## src/rtl/serial_add_ctrl.sv

```systemverilog
// Bit-serial adder: one full-adder step per clock, LSB first, under an IDLE/RUN/DONE controller.
// sum/cout are registered and hold the last result until the next accepted start or reset.
module serial_add_ctrl #(
  parameter int WIDTH = 8
) (
  input  logic             clk,
  input  logic             rst_n,
  input  logic             start,
  input  logic [WIDTH-1:0] a,
  input  logic [WIDTH-1:0] b,
  input  logic             cin,
  output logic             busy,
  output logic             done,
  output logic [WIDTH-1:0] sum,
  output logic             cout
);

  localparam int IDX_W = (WIDTH > 1) ? $clog2(WIDTH) : 1;
  localparam logic [IDX_W-1:0] LAST_IDX = IDX_W'(WIDTH - 1);

  typedef enum logic [1:0] {
    IDLE = 2'd0,
    RUN  = 2'd1,
    DONE = 2'd2
  } state_t;

  state_t           state_q, state_d;
  logic [WIDTH-1:0] a_q, a_d;
  logic [WIDTH-1:0] b_q, b_d;
  logic [WIDTH-1:0] sum_q, sum_d;
  logic [IDX_W-1:0] idx_q, idx_d;
  logic             carry_q, carry_d;
  logic             cout_q, cout_d;

  logic x_bit, y_bit;
  logic s1, c1, s_bit, c2, carry_next;

  // Returns {carry, sum} of a single half adder.
  function automatic logic [1:0] half_add(input logic x, input logic y);
    return {x & y, x ^ y};
  endfunction

  assign x_bit       = a_q[idx_q];
  assign y_bit       = b_q[idx_q];
  assign {c1, s1}    = half_add(x_bit, y_bit);
  assign {c2, s_bit} = half_add(s1, carry_q);
  assign carry_next  = c1 | c2;

  always_comb begin
    state_d = state_q;
    a_d     = a_q;
    b_d     = b_q;
    sum_d   = sum_q;
    idx_d   = idx_q;
    carry_d = carry_q;
    cout_d  = cout_q;
    case (state_q)
      IDLE: begin
        if (start) begin
          a_d     = a;
          b_d     = b;
          carry_d = cin;
          idx_d   = '0;
          sum_d   = '0;
          cout_d  = 1'b0;
          state_d = RUN;
        end
      end
      RUN: begin
        sum_d[idx_q] = s_bit;
        carry_d      = carry_next;
        // The index is cleared rather than incremented on the last bit so it never wraps.
        if (idx_q == LAST_IDX) begin
          cout_d  = carry_next;
          idx_d   = '0;
          state_d = DONE;
        end else begin
          idx_d = idx_q + 1'b1;
        end
      end
      DONE: state_d = IDLE;
      default: state_d = IDLE;
    endcase
  end

  always_ff @(posedge clk) begin
    if (!rst_n) begin
      state_q <= IDLE;
      a_q     <= '0;
      b_q     <= '0;
      sum_q   <= '0;
      idx_q   <= '0;
      carry_q <= 1'b0;
      cout_q  <= 1'b0;
    end else begin
      state_q <= state_d;
      a_q     <= a_d;
      b_q     <= b_d;
      sum_q   <= sum_d;
      idx_q   <= idx_d;
      carry_q <= carry_d;
      cout_q  <= cout_d;
    end
  end

  assign busy = (state_q == RUN);
  assign done = (state_q == DONE);
  assign sum  = sum_q;
  assign cout = cout_q;

endmodule
```

## config.mk

```make
export PLATFORM = sky130hd
export DESIGN_NAME = serial_add_ctrl
export DESIGN_NICKNAME = d
export VERILOG_FILES = /design/src/rtl/serial_add_ctrl.sv
export SDC_FILE = /design/constraint.sdc
export NUM_CORES = 1
export LEC_CHECK = 0
export CAP_MARGIN = 20
export CORE_MARGIN = 2
export CORE_UTILIZATION = 25
export DETAILED_ROUTE_END_ITERATION = 12
export HOLD_SLACK_MARGIN = 0.03
export SKIP_CTS_REPAIR_TIMING = 1
export SYNTH_ARGS = -nofsm -noshare
export SYNTH_HDL_FRONTEND = slang
export SYNTH_SLANG_ARGS = --single-unit
```

## constraint.sdc

```tcl
create_clock -name clk -period 3 [get_ports clk]
set_input_delay 0.3 -clock clk [delete_from_list [all_inputs] [get_ports clk]]
set_output_delay 0.3 -clock clk [all_outputs]
set_load 0.02 [all_outputs]
```

; Word-level counts from Yosys, hierarchy flattened
; Cells that the tools add are included.
[word_totals]
elab_cells = 47
ram_bits = 0
register_bits = 31
inputBits = 20
latch_bits = 0
n_memories = 0
rom_bits = 0
output_inout_bits = 11
[classes]
reduce_logical = 7
div = 0
add_sub_neg = 1
order_cmp = 2
n_bitwise = 5
n_shift = 0
muxes = 20
eq_ne = 5
multipliers = 0
[ops]
columns = cell, n
row1 = one-hot mux 8 bit (2 select lines), 1
row2 = bitwise mux 8 bit, 1
row3 = 2-to-1 mux 8 bit, 1
row4 = binary-select mux 1 bit (select 3 bit), 2
row5 = 2-to-1 mux 1 bit, 6
row6 = 2-to-1 mux 3 bit, 2
row7 = one-hot mux 3 bit (2 select lines), 1
row8 = AND reduction 2 bit, 3
row9 = "less-than comparator 3 x 4 -> 1 bit, second input constant", 1
row10 = 2-to-1 mux 2 bit, 2
row11 = one-hot mux 1 bit (2 select lines), 2
row12 = one-hot mux 2 bit (2 select lines), 1
row13 = "adder 3 x 1 -> 3 bit, second input constant", 1
row14 = demux 1 bit (select 3 bit), 1
row15 = "== test 3 bit, second input constant", 1
row16 = ">= comparator 3 x 1 -> 1 bit, second input constant", 1
row17 = AND reduction 3 bit, 1
row18 = bitwise AND 1 bit, 2
row19 = "== test 2 x 1 -> 1 bit, second input constant", 1
row20 = "== test 2 bit, second input constant", 1
row21 = zero test 2 bit, 1
row22 = "!= test 2 x 1 -> 1 bit, second input constant", 1
row23 = "!= test 2 bit, second input constant", 1
row24 = nonzero test 2 bit, 1
row25 = other kinds (3), 4

; Longest topological paths before layout
[logic_depth]
depth_word = 7
mapped_depth = 8
depth_no_buf = 6

; Worst setup path after synthesis
; No wires, ideal clock.
[synth_path]
kind = register to register
startpoint = register idx_q[2]
endpoint = register sum_q[4], in the netlist sum[4]
required_time_ns = 2.941
n_path_buf = 2
arrival_ns = 2.227
stages_incl_launch_ff = 9
setup_slack_ns = 0.714
period_less_slack_ns = 2.286
setup_time_ns = 0.059
path_cell_list = dfxtp_1 > buf_1 > mux4_2 > mux2i_1 > fa_1 > nand2b_1 > clkbuf_1 > nor4_1 > a31o_1
[synth_between]
elab_chain_len = 6
[synth_lines]
columns = element, line_no
row1 = "start, declared", 31  ; logic [IDX_W-1:0] idx_q, idx_d;
row2 = "start signal, assigned", 100  ; idx_q <= idx_d;
row3 = less-than comparator 3 x 4 -> 1 bit (implied by the code) (tied with other cells), 70  ; sum_d[idx_q] = s_bit;
row4 = logical AND 1 bit (implied by the code) (tied with other cells), 70
row5 = 2-to-1 mux 1 bit (implied by the code) or XOR 1 bit (tied branches), "70, 40"
row6 = demux 1 bit (select 3 bit) or XOR 1 bit (tied branches), "70, 40"
row7 = bitwise mux 8 bit (*), 70
row8 = one-hot mux 8 bit (2 select lines) (*), 57  ; case (state_q)
row9 = "end signal, assigned", 99  ; sum_q <= sum_d;
row10 = "end, declared", 30  ; logic [WIDTH-1:0] sum_q, sum_d;
; Mark *: on every way between the ends. The rest lies on a longest branch, timed or not. The select of a mux whose other input is x is not followed.
; A chain may end at the register's enable or synchronous reset.

; Worst setup path after layout
[layout_path]
startpoint = register idx_q[1]
endpoint = register sum_q[4], in the netlist sum[4]
; The elaborated chain is that of the path after synthesis.

==> metrics <==
share of cells above drive strength 1 approximately a tenth; Max Cap Viol 0; DR vias 1186; Max IR drop VDD 0.240 mV; dpl cells 257; PortBufs 30; Die W 81.2 um; DP HPWL 2.20 mm; initial antenna violation count 0; Starting Density 25.5%; simple-gate share of the synthesized area 24.3%; CP startpoint idx_q[1]; DRT Pass-1 Iters 4; CP arrival 2.83 ns; Worst Tran Pin Value 0.553 ns; pin count of the biggest net entering global routing 22; outcome complete, no violations; clk root buf clkbuf_8; mux contribution to synthesized area 8.05%; static leakage 0.669 nW; Setup Crit Path Kind reg2reg; clk buf depth 2; unrepaired setup endpoints after global routing false; GRT Total Usage 10.6%; initial DRC count 89; final net count between 200 and 250; Reg clk slew, reported paths 0.07 ns; number of remaining DRC errors 0; Pwr Density 480 nW/um^2; main combinational cell family by area after synthesis simple AND/OR/NAND/NOR gates; Tcrit/Tclk final 86.3%; Critical Path Fanout Max 15; core area just under 6000 sq um; Final Util about a third; CTS tree yes; sequential area share after synthesis between 40% and 50%; Synthesis Warnings 0; Fin. Hold Viols 0; vias in the first global route 1129; f_max 0.386 GHz; Final Skew 0.00672 ns; Post-Syn Area about 1500 sq um; global-route wire length before repair 5.25 mm; vias per cell about 4.5; Row Count 28; IO Count 31; total congestion overflow 0; Avg Cell Area, Syn 9.09 sq um; setup TNS 0 ns; Antenna Nets Post-Route 0; Synth Area in XOR/XNOR 0%; Worst-Skew Late Latency 0.29 ns; Syn Inst Count 164; min-delay src a_q[0]; Post-Layout Cell Count 265; relative slew slack between 60% and 70%; adder-cell share of the synthesized area between 3 and 4%; critical path endpoint category flop; Die Y 81.2 um; area grow syn2layout 29.1%; Min-Delay Path Class reg2reg; #FFs+latches synth 31; final setup vio count 0; Startpoint Class flop; distinct cell type count after synthesis 37; n_diodes 0; Worst R2R Start idx_q[1]; routed wire length between 3 and 4 mm; WL per Instance approximately 12 um; RePlAce Congestion approximately 0.72; H-tree depth 2; Die ar. 6600 sq um; critical path required time 3.24 ns; final critical-path required period about 2.6 ns; number of buffers created by CTS 5; Pins Over Slew Limit 0; Synth Area in Compound Gates 16.9%; syn_nets roughly 190; Sink Count 31
Yosys cell counts (all sizes together):
library cell  instances  area [sq um]
nor3                  3          15.0
nor3b                 3          27.5
nor2b                 3          18.8
a221oi                1          8.76
or3b                  1          11.3
a21boi               18           135
fa                    1          20.0
o21ai                 2          10.0
or3                   1          6.26
o22ai                 1          6.26
or2                   1          6.26
nor4                  5          31.3
nand3                 6          30.0
mux4                  4          90.1
clkinv                1          3.75
nor2                  2          7.51
inv                   3          11.3
nand2b                5          31.3
and3                  2          12.5
nand3b                2          15.0
clkbuf                6          23.8
a22oi                 1          7.51
a31o                  7          61.3
buf                   8          51.3
nand2                36           135
o21bai                1          7.51
mux2i                 3          30.0
ha                    2          25.0
and2                  2          15.0
a21oi                 1          5.00
o221a                 1          11.3
dfxtp                31           621
critical path, cell delays in order, from the launching register on:
cell,delay [ns]
dfxtp_1,0.67
mux4_2,0.57
mux2i_1,0.19
fa_1,0.43
nand2b_1,0.27
nor4_1,0.28
a31o_1,0.13
cell usage in the layout (no fill, tap or decap), types with 4 or more instances in the layout:
| cell | instances |
|---|---|
| clkdlybuf4s50_1 | 30 |
| mux4_2 | 4 |
| a31o_1 | 7 |
| dfxtp_1 | 31 |
| clkbuf_8 | 7 |
| nand2b_1 | 5 |
| nand2_1 | 36 |
| nor4_1 | 5 |
| nand3_1 | 6 |
| a21boi_0 | 18 |
worst paths after layout:
path | cells after the start | endpoint | slack (ns)
worst min register to register | 2 | a_q[0] | 0.46
worst min-delay path | 2 | a_q[0] | 0.46
worst max register to register | 6 | sum[4] | 0.41
worst max-delay path | 6 | sum[4] | 0.41
power breakdown:
group,internal (mW),total [mW],switching (mW)
clock network,0.209,0.365,0.155
registers,0.430,0.446,0.0163
logic,0.0601,0.114,0.0538
cell type report:
class | count | area (sq um)
Fill cell | 613 | 3930
Clock buffer | 8 | 100
Sequential cell | 31 | 621
Multi-Input combinational cell | 115 | 781
Timing Repair Buffer | 32 | 315
Tap cell | 75 | 93.8
Inverter | 4 | 15.0
routing by layer:
layer	up-vias	track usage [%]	part of all wire, %
li1	619	-	-
met1	535	12.7	48
met2	27	16.8	45
met3	5	4.44	5.0
met4	0	4.07	1.4
met5	-	0	0
logic make-up after synthesis:
kind of cell / after synthesis
and+or+nand+nor: 72
buffers and inverters: 18
muxes: 7
DFF: 31
adders and majority gates: 3
AOI/OAI and AO/OA: 33
registers in the layout, summed over array words and instances, names as in the netlist:
| register | flops |
|---|---|
| a_q | 8 |
| b_q | 8 |
| sum | 8 |
| idx_q | 3 |
| state_q | 2 |
| carry_q | 1 |
| cout | 1 |
metrics by stage:
stage / power [mW] / area, sq um / worst slack, ns / hold slack, ns
after global routing: 0.968 / 1930 / 0.0972 / 0.487
after global placement: 0.571 / 1830 / 0.440 / 0.455
after floorplan: 0.527 / 1490 / 0.714 / 0.440
final: 0.925 / 1930 / 0.410 / 0.464
after CTS: 0.935 / 1930 / 0.376 / 0.468
after detailed placement: 0.571 / 1830 / 0.388 / 0.460
Power figures use the tool's default switching activity.
